===== src/rtl/piso_serializer.sv =====
// Parallel-in, serial-out transmitter.
// Handshake: a word is taken at a rising edge where in_valid and in_ready are
// both high; in_ready is only high in IDLE, so the producer must hold in_data
// stable while in_valid is high and it has not yet seen that edge.
// Frames go out one bit per clock with start/last strobes, followed by a
// fixed idle gap. Every output is a flop; nothing combinational reaches a port.
module piso_serializer #(
    parameter int WIDTH      = 8,
    parameter bit MSB_FIRST  = 1'b1,
    parameter int GAP_CYCLES = 1,
    parameter bit IDLE_LEVEL = 1'b0
) (
    input  logic             clk,
    input  logic             rst,
    input  logic [WIDTH-1:0] in_data,
    input  logic             in_valid,
    output logic             in_ready,
    output logic             serial_out,
    output logic             frame_valid,
    output logic             frame_start,
    output logic             frame_last,
    output logic             busy,
    output logic [1:0]       state_dbg
);

    typedef enum logic [1:0] {
        S_IDLE  = 2'd0,
        S_SHIFT = 2'd1,
        S_GAP   = 2'd2
    } state_t;

    localparam int CW = $clog2(WIDTH);
    localparam int GW = (GAP_CYCLES > 0) ? $clog2(GAP_CYCLES + 1) : 1;
    localparam logic [CW-1:0] LAST_BIT = CW'(WIDTH - 1);
    localparam logic [GW-1:0] GAP_END  = GW'((GAP_CYCLES > 0) ? GAP_CYCLES - 1 : 0);

    state_t           state, state_n;
    logic [WIDTH-1:0] shreg, shreg_n;
    logic [CW-1:0]    bit_cnt, bit_cnt_n, nxt_cnt, nxt_idx;
    logic [GW-1:0]    gap_cnt, gap_cnt_n;
    logic             ready_n, sout_n, fv_n, fs_n, fl_n, busy_n;

    assign state_dbg = state;

    // Next-state and next-output logic; outputs are computed one cycle ahead
    // so the registers below present them on the following cycle.
    always_comb begin
        state_n   = state;
        shreg_n   = shreg;
        bit_cnt_n = bit_cnt;
        gap_cnt_n = gap_cnt;
        ready_n   = in_ready;
        sout_n    = serial_out;
        fv_n      = frame_valid;
        fs_n      = 1'b0;
        fl_n      = 1'b0;
        busy_n    = busy;
        nxt_cnt   = bit_cnt + CW'(1);
        // The captured word is never shifted; the bit to send is selected by index.
        nxt_idx   = MSB_FIRST ? (LAST_BIT - nxt_cnt) : nxt_cnt;
        case (state)
            S_IDLE: begin
                sout_n  = IDLE_LEVEL;
                fv_n    = 1'b0;
                busy_n  = 1'b0;
                ready_n = 1'b1;
                if (in_valid && in_ready) begin
                    state_n   = S_SHIFT;
                    shreg_n   = in_data;
                    bit_cnt_n = '0;
                    sout_n    = MSB_FIRST ? in_data[WIDTH-1] : in_data[0];
                    fv_n      = 1'b1;
                    fs_n      = 1'b1;
                    ready_n   = 1'b0;
                    busy_n    = 1'b1;
                end
            end
            S_SHIFT: begin
                ready_n = 1'b0;
                if (bit_cnt == LAST_BIT) begin
                    bit_cnt_n = '0;
                    gap_cnt_n = '0;
                    sout_n    = IDLE_LEVEL;
                    fv_n      = 1'b0;
                    if (GAP_CYCLES > 0) begin
                        state_n = S_GAP;
                        busy_n  = 1'b1;
                    end else begin
                        state_n = S_IDLE;
                        busy_n  = 1'b0;
                        ready_n = 1'b1;
                    end
                end else begin
                    bit_cnt_n = nxt_cnt;
                    sout_n    = shreg[nxt_idx];
                    fv_n      = 1'b1;
                    fl_n      = (nxt_cnt == LAST_BIT);
                    busy_n    = 1'b1;
                end
            end
            S_GAP: begin
                sout_n  = IDLE_LEVEL;
                fv_n    = 1'b0;
                ready_n = 1'b0;
                busy_n  = 1'b1;
                if (gap_cnt == GAP_END) begin
                    state_n   = S_IDLE;
                    gap_cnt_n = '0;
                    ready_n   = 1'b1;
                    busy_n    = 1'b0;
                end else begin
                    gap_cnt_n = gap_cnt + GW'(1);
                end
            end
            default: begin
                state_n = S_IDLE;
                sout_n  = IDLE_LEVEL;
                fv_n    = 1'b0;
                ready_n = 1'b0;
                busy_n  = 1'b0;
            end
        endcase
    end

    // State and output registers; reset aborts any frame in progress at once.
    always_ff @(posedge clk or posedge rst) begin
        if (rst) begin
            state       <= S_IDLE;
            shreg       <= '0;
            bit_cnt     <= '0;
            gap_cnt     <= '0;
            in_ready    <= 1'b0;
            serial_out  <= IDLE_LEVEL;
            frame_valid <= 1'b0;
            frame_start <= 1'b0;
            frame_last  <= 1'b0;
            busy        <= 1'b0;
        end else begin
            state       <= state_n;
            shreg       <= shreg_n;
            bit_cnt     <= bit_cnt_n;
            gap_cnt     <= gap_cnt_n;
            in_ready    <= ready_n;
            serial_out  <= sout_n;
            frame_valid <= fv_n;
            frame_start <= fs_n;
            frame_last  <= fl_n;
            busy        <= busy_n;
        end
    end

endmodule


===== config.mk =====
export PLATFORM = sky130hd
export DESIGN_NAME = piso_serializer
export DESIGN_NICKNAME = d
export VERILOG_FILES = /design/src/rtl/piso_serializer.sv
export SDC_FILE = /design/constraint.sdc
export NUM_CORES = 1
export LEC_CHECK = 0
export ABC_CLOCK_PERIOD_IN_PS = 2300
export CORE_UTILIZATION = 50
export CTS_BUF_LIST = sky130_fd_sc_hd__clkbuf_2
export CTS_CLUSTER_DIAMETER = 50
export DETAILED_ROUTE_END_ITERATION = 10
export HOLD_SLACK_MARGIN = 0.08
export PLACE_DENSITY = 0.8
export SLEW_MARGIN = 5
export SYNTH_ARGS = -nofsm -noshare
export SYNTH_HDL_FRONTEND = slang
export SYNTH_SLANG_ARGS = --single-unit

===== constraint.sdc =====
create_clock -name clk -period 2.3 [get_ports clk]
set_input_delay 0.23 -clock clk [delete_from_list [all_inputs] [get_ports clk]]
set_output_delay 0.23 -clock clk [all_outputs]
set_load 0.02 [all_outputs]

==> results.rst, run 1 <==
.. list-table::
   :header-rows: 1

   * - Metric
     - Value
   * - Worst ir drop on vdd
     - 0.000725 V
   * - CP endpoint kind
     - flip-flop
   * - Maximum achievable frequency
     - 549 MHz
   * - Cells after Synth
     - 61
   * - Met3 wire length
     - 47 um
   * - Global-route usage over all layers
     - 19.5%
   * - Psw
     - 470 uW
   * - Peak per-stage delay on the critical path
     - 0.46 ns
   * - Setup Skew
     - 0.00550 ns
   * - Comb power frac
     - 45.5%
   * - Clock Latency Late Sink
     - 0.31 ns
   * - Bufs on Longest Clock Path
     - 2
   * - Area inside the core boundary
     - 1510 um^2
   * - Static leakage
     - 0.000467 uW
   * - Inserted Clock Buffers
     - 3
   * - Post-layout net count
     - 97
   * - DRC violation count after routing
     - 0
   * - Total setup violations reported at the end of the flow
     - 0
   * - Pre-Repair DR Iteration Count
     - 2
   * - Slew at the pin closest to its max-slew limit
     - 0.692 ns
   * - FP Rows
     - 14
   * - Cts repair resizes
     - 0
   * - Number of vias per cell
     - 5.43
   * - Number of pins exceeding their max-slew limit in the final report
     - 0
   * - Die width
     - 42.1 um
   * - Overflow after GRT
     - 0
   * - Clock root cell
     - sky130_fd_sc_hd__clkbuf_2
   * - Final sum of negative setup slack
     - 0 ns
   * - Dpl hpwl
     - 1.05 mm
   * - Worst reg-to-reg setup slack
     - 0.48 ns
   * - Largest fanout of any net on the critical path
     - 6
   * - Overall die height
     - 42.1 um
   * - RSZ-0062 raised after global routing
     - false
   * - Period utilization
     - 79.1%
   * - Clock tree from TritonCTS
     - built
   * - Vias in the first global route
     - 567
   * - Yosys reg bits
     - 19
   * - YS warnings
     - 0
   * - Starting Density
     - 53.3%
   * - Sw Share
     - 35.3%
   * - Worst reg-to-reg path cell count
     - 5
   * - Antenna diode count
     - 0
   * - Antenna violations before repair
     - 0
   * - Worst path slowest cell
     - sky130_fd_sc_hd__dfrtp_1
   * - Syn_area_per_cell
     - 13.2 um^2
   * - Antenna-violating nets left
     - 0
   * - Placer Congestion
     - 0.768
   * - Cell breakdown of the critical path
     - inv_1, ha_1, and2b_2, a2111oi_0, o41ai_1
   * - Smallest hold slack
     - 0.297 ns
   * - Hold-fix buffers at CTS
     - 0
   * - Share of the yosys chip area belonging to registers
     - 59.2%
   * - Post-Route WL
     - 1.35 mm
   * - Result of the run
     - finished clean
   * - Max-cap check violation count
     - 0
   * - # Post-CTS Setup Buffers
     - 0
   * - Count of pins on the block boundary
     - 19
   * - Worst r2r src
     - bit_cnt[0]
   * - Critical path buffer and inverter count
     - 1
   * - Type of the tightest min-delay check
     - input port to asynchronous set/reset pin
   * - Number of fill cells
     - 132
   * - First-pass GRT wire length
     - 2.54 mm
   * - Uppermost metal layer occupied by signal nets
     - met4
   * - Cell type with the highest aggregate area in the netlist
     - sky130_fd_sc_hd__dfrtp_1
   * - Detailed-route via count
     - 532
   * - Clk network pwr share
     - 10.9%
   * - Relative slew slack
     - 53.8%
   * - Ranking of synthesized cells by area
     - sky130_fd_sc_hd__dfrtp_1, sky130_fd_sc_hd__mux2_2, sky130_fd_sc_hd__ha_1
   * - Cell variety after synth
     - 22
   * - Avg WL per Cell
     - 13.8 um
   * - Origin of the worst setup path
     - bit_cnt[0]
   * - R2r endpoint
     - serial_out
   * - Data arrival time at the worst-slack endpoint
     - 2.03 ns
   * - CTS Sinks
     - 19
   * - Area Growth Syn to Fin
     - 26.0%
   * - Worst EP required
     - 2.51 ns
   * - Type of the worst setup path
     - flip-flop to flip-flop
   * - Register share of total power
     - 43.6%
   * - Sum of met2 wire segment lengths after detailed routing
     - 669 um
   * - Final Hold Fails
     - 0
   * - Post-CTS clock slew at the launch and capture registers of the worst setup and hold paths
     - 0.17 ns
   * - Routed length on met1
     - 589 um
   * - Fraction of final layout cells with drive strength greater than 1
     - 18.3%
   * - CP top delay family
     - compound AO/OA/AOI/OAI gates
   * - Initial drt markers
     - 10
   * - Synthesized netlist net count
     - 75
   * - Cell area after technology mapping
     - 803 um^2
   * - Final period demand of the worst path
     - 1.82 ns
   * - Area of the die
     - 1770 um^2
   * - Port Buffer Count
     - 18
   * - Largest net degree at the start of global routing
     - 20
   * - Power per cell area
     - 1310 nW/um^2
   * - Cell-internal power
     - 861 uW
   * - Category of the worst setup path launch point
     - flip-flop
   * - Fraction of synthesized cell area taken by the top area cell type
     - 59.2%
   * - CTS H-tree lvls
     - 1
cells in the mapped netlist:
master	count
sky130_fd_sc_hd__dfrtp_1	19
sky130_fd_sc_hd__mux2_2	7
sky130_fd_sc_hd__inv_1	4
sky130_fd_sc_hd__o21ai_0	4
sky130_fd_sc_hd__ha_1	3
sky130_fd_sc_hd__nand2_1	3
sky130_fd_sc_hd__nor2_1	3
sky130_fd_sc_hd__a21oi_1	2
sky130_fd_sc_hd__and3_1	2
sky130_fd_sc_hd__or2_2	2
sky130_fd_sc_hd__a2111oi_0	1
sky130_fd_sc_hd__a31oi_1	1
sky130_fd_sc_hd__and2_1	1
sky130_fd_sc_hd__and2b_2	1
sky130_fd_sc_hd__and4bb_2	1
sky130_fd_sc_hd__buf_6	1
sky130_fd_sc_hd__mux2i_1	1
sky130_fd_sc_hd__mux4_1	1
sky130_fd_sc_hd__nand2b_1	1
sky130_fd_sc_hd__nor2b_1	1
sky130_fd_sc_hd__nor3b_1	1
sky130_fd_sc_hd__o41ai_1	1
cells by family (layout without fill, tap and decap cells):
kind of cell	count (synthesis)	count (layout)	share of synthesized area, %
AO/OA/AOI/OAI	9	9	6.70
adder cells (fa/ha/maj)	3	3	4.67
buffers and inverters	5	26	3.27
flip-flops	19	19	59.2
multiplexers	9	9	14.3
AND/OR/NAND/NOR	16	16	11.8
worst max-delay path by stage:
stage | cells after the start | to
global route | 5 | serial_out
floorplan | 5 | serial_out
CTS | 5 | serial_out
finish | 5 | serial_out
global placement | 5 | serial_out
detailed placement | 5 | serial_out
placed cells by master, fill, tap and decap left out, drive strengths merged:
cell type,netlist,final
ha,3,3
o41ai,1,1
clkbuf,0,4
mux4,1,1
nand2,3,3
mux2i,1,1
dfrtp,19,19
a21oi,2,2
nor2,3,3
nand2b,1,1
nor2b,1,1
and2,1,1
a2111oi,1,1
a31oi,1,1
o21ai,4,4
clkdlybuf4s50,0,18
and4bb,1,1
and3,2,2
mux2,7,7
or2,2,2
nor3b,1,1
inv,4,4
and2b,1,1
state kept, by name, summed over array words and instances (netlist names):
| register | flops |
|---|---|
| in_ready | 1 |
| frame_start | 1 |
| frame_last | 1 |
| busy | 1 |
| state_dbg | 2 |
| bit_cnt | 3 |
| shreg | 8 |
| frame_valid | 1 |
| serial_out | 1 |
per-layer routing:
layer	GRT usage [%]	up-vias
met2	31.9	17
li1	-	255
met1	24.1	255
met5	0	-
met3	2.59	5
met4	13.1	0
through the flow:
step / area [um^2] / total power (uW) / utilization (%) / instances / setup WS, ns
after CTS: 1010 / 1350 / 67.2 / 98 / 0.467
after global routing: 1010 / 1450 / 67.2 / 98 / 0.222
after detailed placement: 992 / 1200 / 65.9 / 94 / 0.469
after floorplan: 803 / 992 / - / 61 / 0.671
final: 1010 / 1330 / 67.2 / 98 / 0.480
after global placement: 992 / 1170 / 65.9 / 94 / 0.616
power by group through the flow:
stage	logic, uW	clock network (uW)	registers (uW)
3_5_place_dp	612	0	592
3_3_place_gp	591	0	578
2_1_floorplan	366	0	626
4_1_cts	615	151	581
6_report	606	145	580
5_1_grt	682	163	603
layout make-up:
class | count | area (um^2) | area share, %
Timing Repair Buffer | 18 | 180 | 17.8
Tap cell | 16 | 20.0 | 1.98
Multi-Input combinational cell | 37 | 302 | 29.8
Inverter | 4 | 15.0 | 1.48
Clock buffer | 4 | 20.0 | 1.98
Sequential cell | 19 | 475 | 47.0
No activity file was read; power rests on OpenSTA's default activity.
==> run 2, diff against run 1 <==
--- a/config.mk
+++ b/config.mk
@@ -5,7 +5,7 @@
 export SDC_FILE = /design/constraint.sdc
 export NUM_CORES = 1
 export LEC_CHECK = 0
-export ABC_CLOCK_PERIOD_IN_PS = 2300
+export ABC_CLOCK_PERIOD_IN_PS = 1890
 export CORE_UTILIZATION = 50
 export CTS_BUF_LIST = sky130_fd_sc_hd__clkbuf_2
 export CTS_CLUSTER_DIAMETER = 50
==> constraint.sdc (replaced) <==
create_clock -name clk -period 1.89 [get_ports clk]
set_input_delay 0.189 -clock clk [delete_from_list [all_inputs] [get_ports clk]]
set_output_delay 0.189 -clock clk [all_outputs]
set_load 0.02 [all_outputs]
==> results.rst, run 2 (same netlist as run 1, synthesis figures left out) <==
.. list-table::
   :header-rows: 1

   * - Metric
     - Value
   * - Final sum of negative setup slack
     - 0 ns (unchanged)
   * - Met1 layer usage reported by global route
     - 22.3% (-1.9 points)
   * - Post-CTS clock slew at the launch and capture registers of the worst setup and hold paths
     - 0.17 ns (about the same)
   * - Final period demand of the worst path
     - 1.78 ns (-0.0418 ns)
   * - Pre-Repair DR Iteration Count
     - 4 (+2)
   * - Maximum achievable frequency
     - 562 MHz (+2.3%)
   * - Starting Density
     - 53.3% (unchanged)
   * - Avg WL per Cell
     - 13.9 um (+0.90%)
   * - Overflow after GRT
     - 0 (unchanged)
   * - Cell breakdown of the critical path
     - inv_1, ha_4, mux4_1, nor2_1, o41ai_1
   * - Static leakage
     - 0.000476 uW (+2.0%)
   * - Number of vias per cell
     - 5.37 (-1.1%)
   * - Register cell area after layout
     - 475 um^2 (unchanged)
   * - Worst ir drop on vdd
     - 0.000952 V (+31%)
   * - Initial drt markers
     - 2 (-8)
   * - Global-route usage over all layers
     - 17.5% (-2.1 points)
   * - Setup WS pre-CTS
     - 0.0818 ns (-0.387 ns)
   * - Total setup violations reported at the end of the flow
     - 0 (unchanged)
   * - Fraction of final layout cells with drive strength greater than 1
     - 21.4% (+3.1 points)
   * - CP endpoint kind
     - flip-flop
   * - Area Growth Syn to Fin
     - 29.6%
   * - Area of the die
     - 1770 um^2 (unchanged)
   * - Antenna violations before repair
     - 0 (unchanged)
   * - Worst EP required
     - 2.09 ns (-0.42 ns)
   * - Top library cells by usage in the layout, fill and taps aside
     - sky130_fd_sc_hd__dfrtp_1, sky130_fd_sc_hd__clkdlybuf4s50_1, sky130_fd_sc_hd__mux2_2
   * - Dpl hpwl
     - 1.08 mm (+3.0%)
   * - Inserted Clock Buffers
     - 3 (unchanged)
   * - Worst path slowest cell
     - sky130_fd_sc_hd__mux4_1
   * - Result of the run
     - finished clean
   * - Max FFs per register
     - 8 (unchanged)
   * - Placer Congestion
     - 0.766 (-0.25%)
   * - Post-layout net count
     - 99 (+2.1%)
   * - Global-route layer with the greatest usage
     - met2
   * - Data arrival time at the worst-slack endpoint
     - 1.98 ns (-0.05 ns)
   * - Count of pins on the block boundary
     - 19 (unchanged)
   * - Slew at the pin closest to its max-slew limit
     - 0.410 ns (-0.282 ns)
   * - Global routing met2 resource utilization
     - 28.7% (-3.1 points)
   * - Worst reg-to-reg setup slack
     - 0.11 ns (-0.37 ns)
   * - Antenna diode count
     - 0 (unchanged)
   * - R2r endpoint
     - serial_out
   * - CTS Sinks
     - 19 (unchanged)
   * - CTS H-tree lvls
     - 1 (unchanged)
   * - Antenna-violating nets left
     - 0 (unchanged)
   * - FP Rows
     - 14 (unchanged)
   * - Port Buffer Count
     - 18 (unchanged)
   * - Clock tree from TritonCTS
     - built
   * - Register ranked first by flip-flop count
     - shreg
   * - Power per cell area
     - 1620 nW/um^2 (+23%)
   * - Clock Latency Late Sink
     - 0.30 ns (about the same)
   * - Area inside the core boundary
     - 1510 um^2 (unchanged)
   * - Vias in the first global route
     - 524 (-7.6%)
   * - Max-cap check violation count
     - 0 (unchanged)
   * - Number of fill cells
     - 118 (-11%)
   * - Relative slew slack
     - 72.6% (+19 points)
   * - First-pass GRT wire length
     - 2.28 mm (-10%)
   * - Most common library cell in the layout ignoring fill and taps
     - sky130_fd_sc_hd__dfrtp_1
   * - Setup Skew
     - 0.00533 ns (-0.000175 ns)
   * - Clock root cell
     - sky130_fd_sc_hd__clkbuf_2
   * - Peak per-stage delay on the critical path
     - 0.57 ns (+0.11 ns)
   * - Post-Route WL
     - 1.39 mm (+3.0%)
   * - Detailed-route via count
     - 537 (+0.94%)
   * - Type of the worst setup path
     - flip-flop to flip-flop
   * - Bufs on Longest Clock Path
     - 2 (unchanged)
   * - Number of pins exceeding their max-slew limit in the final report
     - 0 (unchanged)
   * - Worst reg-to-reg path cell count
     - 5 (unchanged)
   * - Overall die height
     - 42.1 um (unchanged)
   * - Period utilization
     - 94.1% (+15 points)
   * - Worst r2r src
     - bit_cnt[0]
   * - Final Hold Fails
     - 0 (unchanged)
   * - Largest net degree at the start of global routing
     - 20 (unchanged)
   * - RSZ-0062 raised after global routing
     - false
   * - Category of the worst setup path launch point
     - flip-flop
   * - Largest fanout of any net on the critical path
     - 6 (unchanged)
   * - Area occupied by multi-input gates
     - 315 um^2 (+4.6%)
   * - DRC violation count after routing
     - 0 (unchanged)
   * - Type of the tightest min-delay check
     - input port to asynchronous set/reset pin
   * - Final worst slack
     - 0.111 ns (-0.368 ns)
   * - GR Layer Usage met3
     - 2.59% (unchanged)
   * - Die width
     - 42.1 um (unchanged)
[run 2: power by group]
part	internal [uW]	leakage, uW	total, uW	switching [uW]
registers	589	0.000233	715	126
logic	445	0.000227	799	353
clock network	56.1	0.0000166	176	119
total	1090	0.000476	1690	598
[run 2: repair_timing]
item	4_1_cts	5_1_grt
buffers inserted	0	1
endpoints found under the setup margin	0	1
gates resized for setup	0	3
hold buffers	0	0
[run 2: through the flow]
stage | total power (uW) | instance area [um^2] | hold WS (ns) | util (%) | cells
5_1_grt | 1800 | 1040 | 0.177 | 69.1 | 100
4_1_cts | 1640 | 1020 | 0.182 | 67.7 | 99
6_report | 1690 | 1040 | 0.183 | 69.1 | 100
2_1_floorplan | 1210 | 803 | 0.140 | - | 61
3_3_place_gp | 1420 | 1000 | 0.483 | 66.4 | 95
3_5_place_dp | 1470 | 1000 | 0.497 | 66.4 | 95
[run 2: layer usage]
| layer | share of wire (%) | wire (um) |
|---|---|---|
| met4 | 1.0 | 14 |
| met3 | 3.6 | 50 |
| met1 | 44 | 616 |
| met2 | 51 | 711 |
| met5 | 0 | 0 |
[run 2: worst max path at each step]
| stage | start | to | slack, ns | cells past startpoint |
|---|---|---|---|---|
| after global placement | bit_cnt[0] | serial_out | 0.21 | 5 |
| after CTS | bit_cnt[0] | serial_out | 0.06 | 5 |
| after floorplan | bit_cnt[0] | serial_out | 0.26 | 5 |
| after global routing | bit_cnt[0] | serial_out | 0.02 | 5 |
| after detailed placement | bit_cnt[0] | serial_out | 0.08 | 5 |
| final | bit_cnt[0] | serial_out | 0.11 | 5 |
[run 2: final cells by class]
type                    count  area share (%)
clock buffers               4            1.92
multi-input cells          37            30.3
well taps                  16            1.92
inverters                   4            1.44
flip-flops and latches     19            45.7
repair buffers             20            18.7
[run 2: worst max-delay path, delay by kind of cell (launching register included)]
family                   cells  cell delay [ns]
AO/OA/AOI/OAI                1             0.09
buffers and inverters        1             0.12
flip-flops                   1             0.47
AND/OR/NAND/NOR              1             0.13
multiplexers                 1             0.57
adder cells (fa/ha/maj)      1             0.30
==> run 3, diff against run 2 <==
--- a/config.mk
+++ b/config.mk
@@ -5,12 +5,11 @@
 export SDC_FILE = /design/constraint.sdc
 export NUM_CORES = 1
 export LEC_CHECK = 0
-export ABC_CLOCK_PERIOD_IN_PS = 1890
 export CORE_UTILIZATION = 50
 export CTS_BUF_LIST = sky130_fd_sc_hd__clkbuf_2
 export CTS_CLUSTER_DIAMETER = 50
 export DETAILED_ROUTE_END_ITERATION = 10
-export HOLD_SLACK_MARGIN = 0.08
+export HOLD_SLACK_MARGIN = 0.03
 export PLACE_DENSITY = 0.8
 export SLEW_MARGIN = 5
 export SYNTH_ARGS = -nofsm -noshare
==> results of run 3 <==
Same layout as run 2: the final DEF is identical, and so are final timing and power.
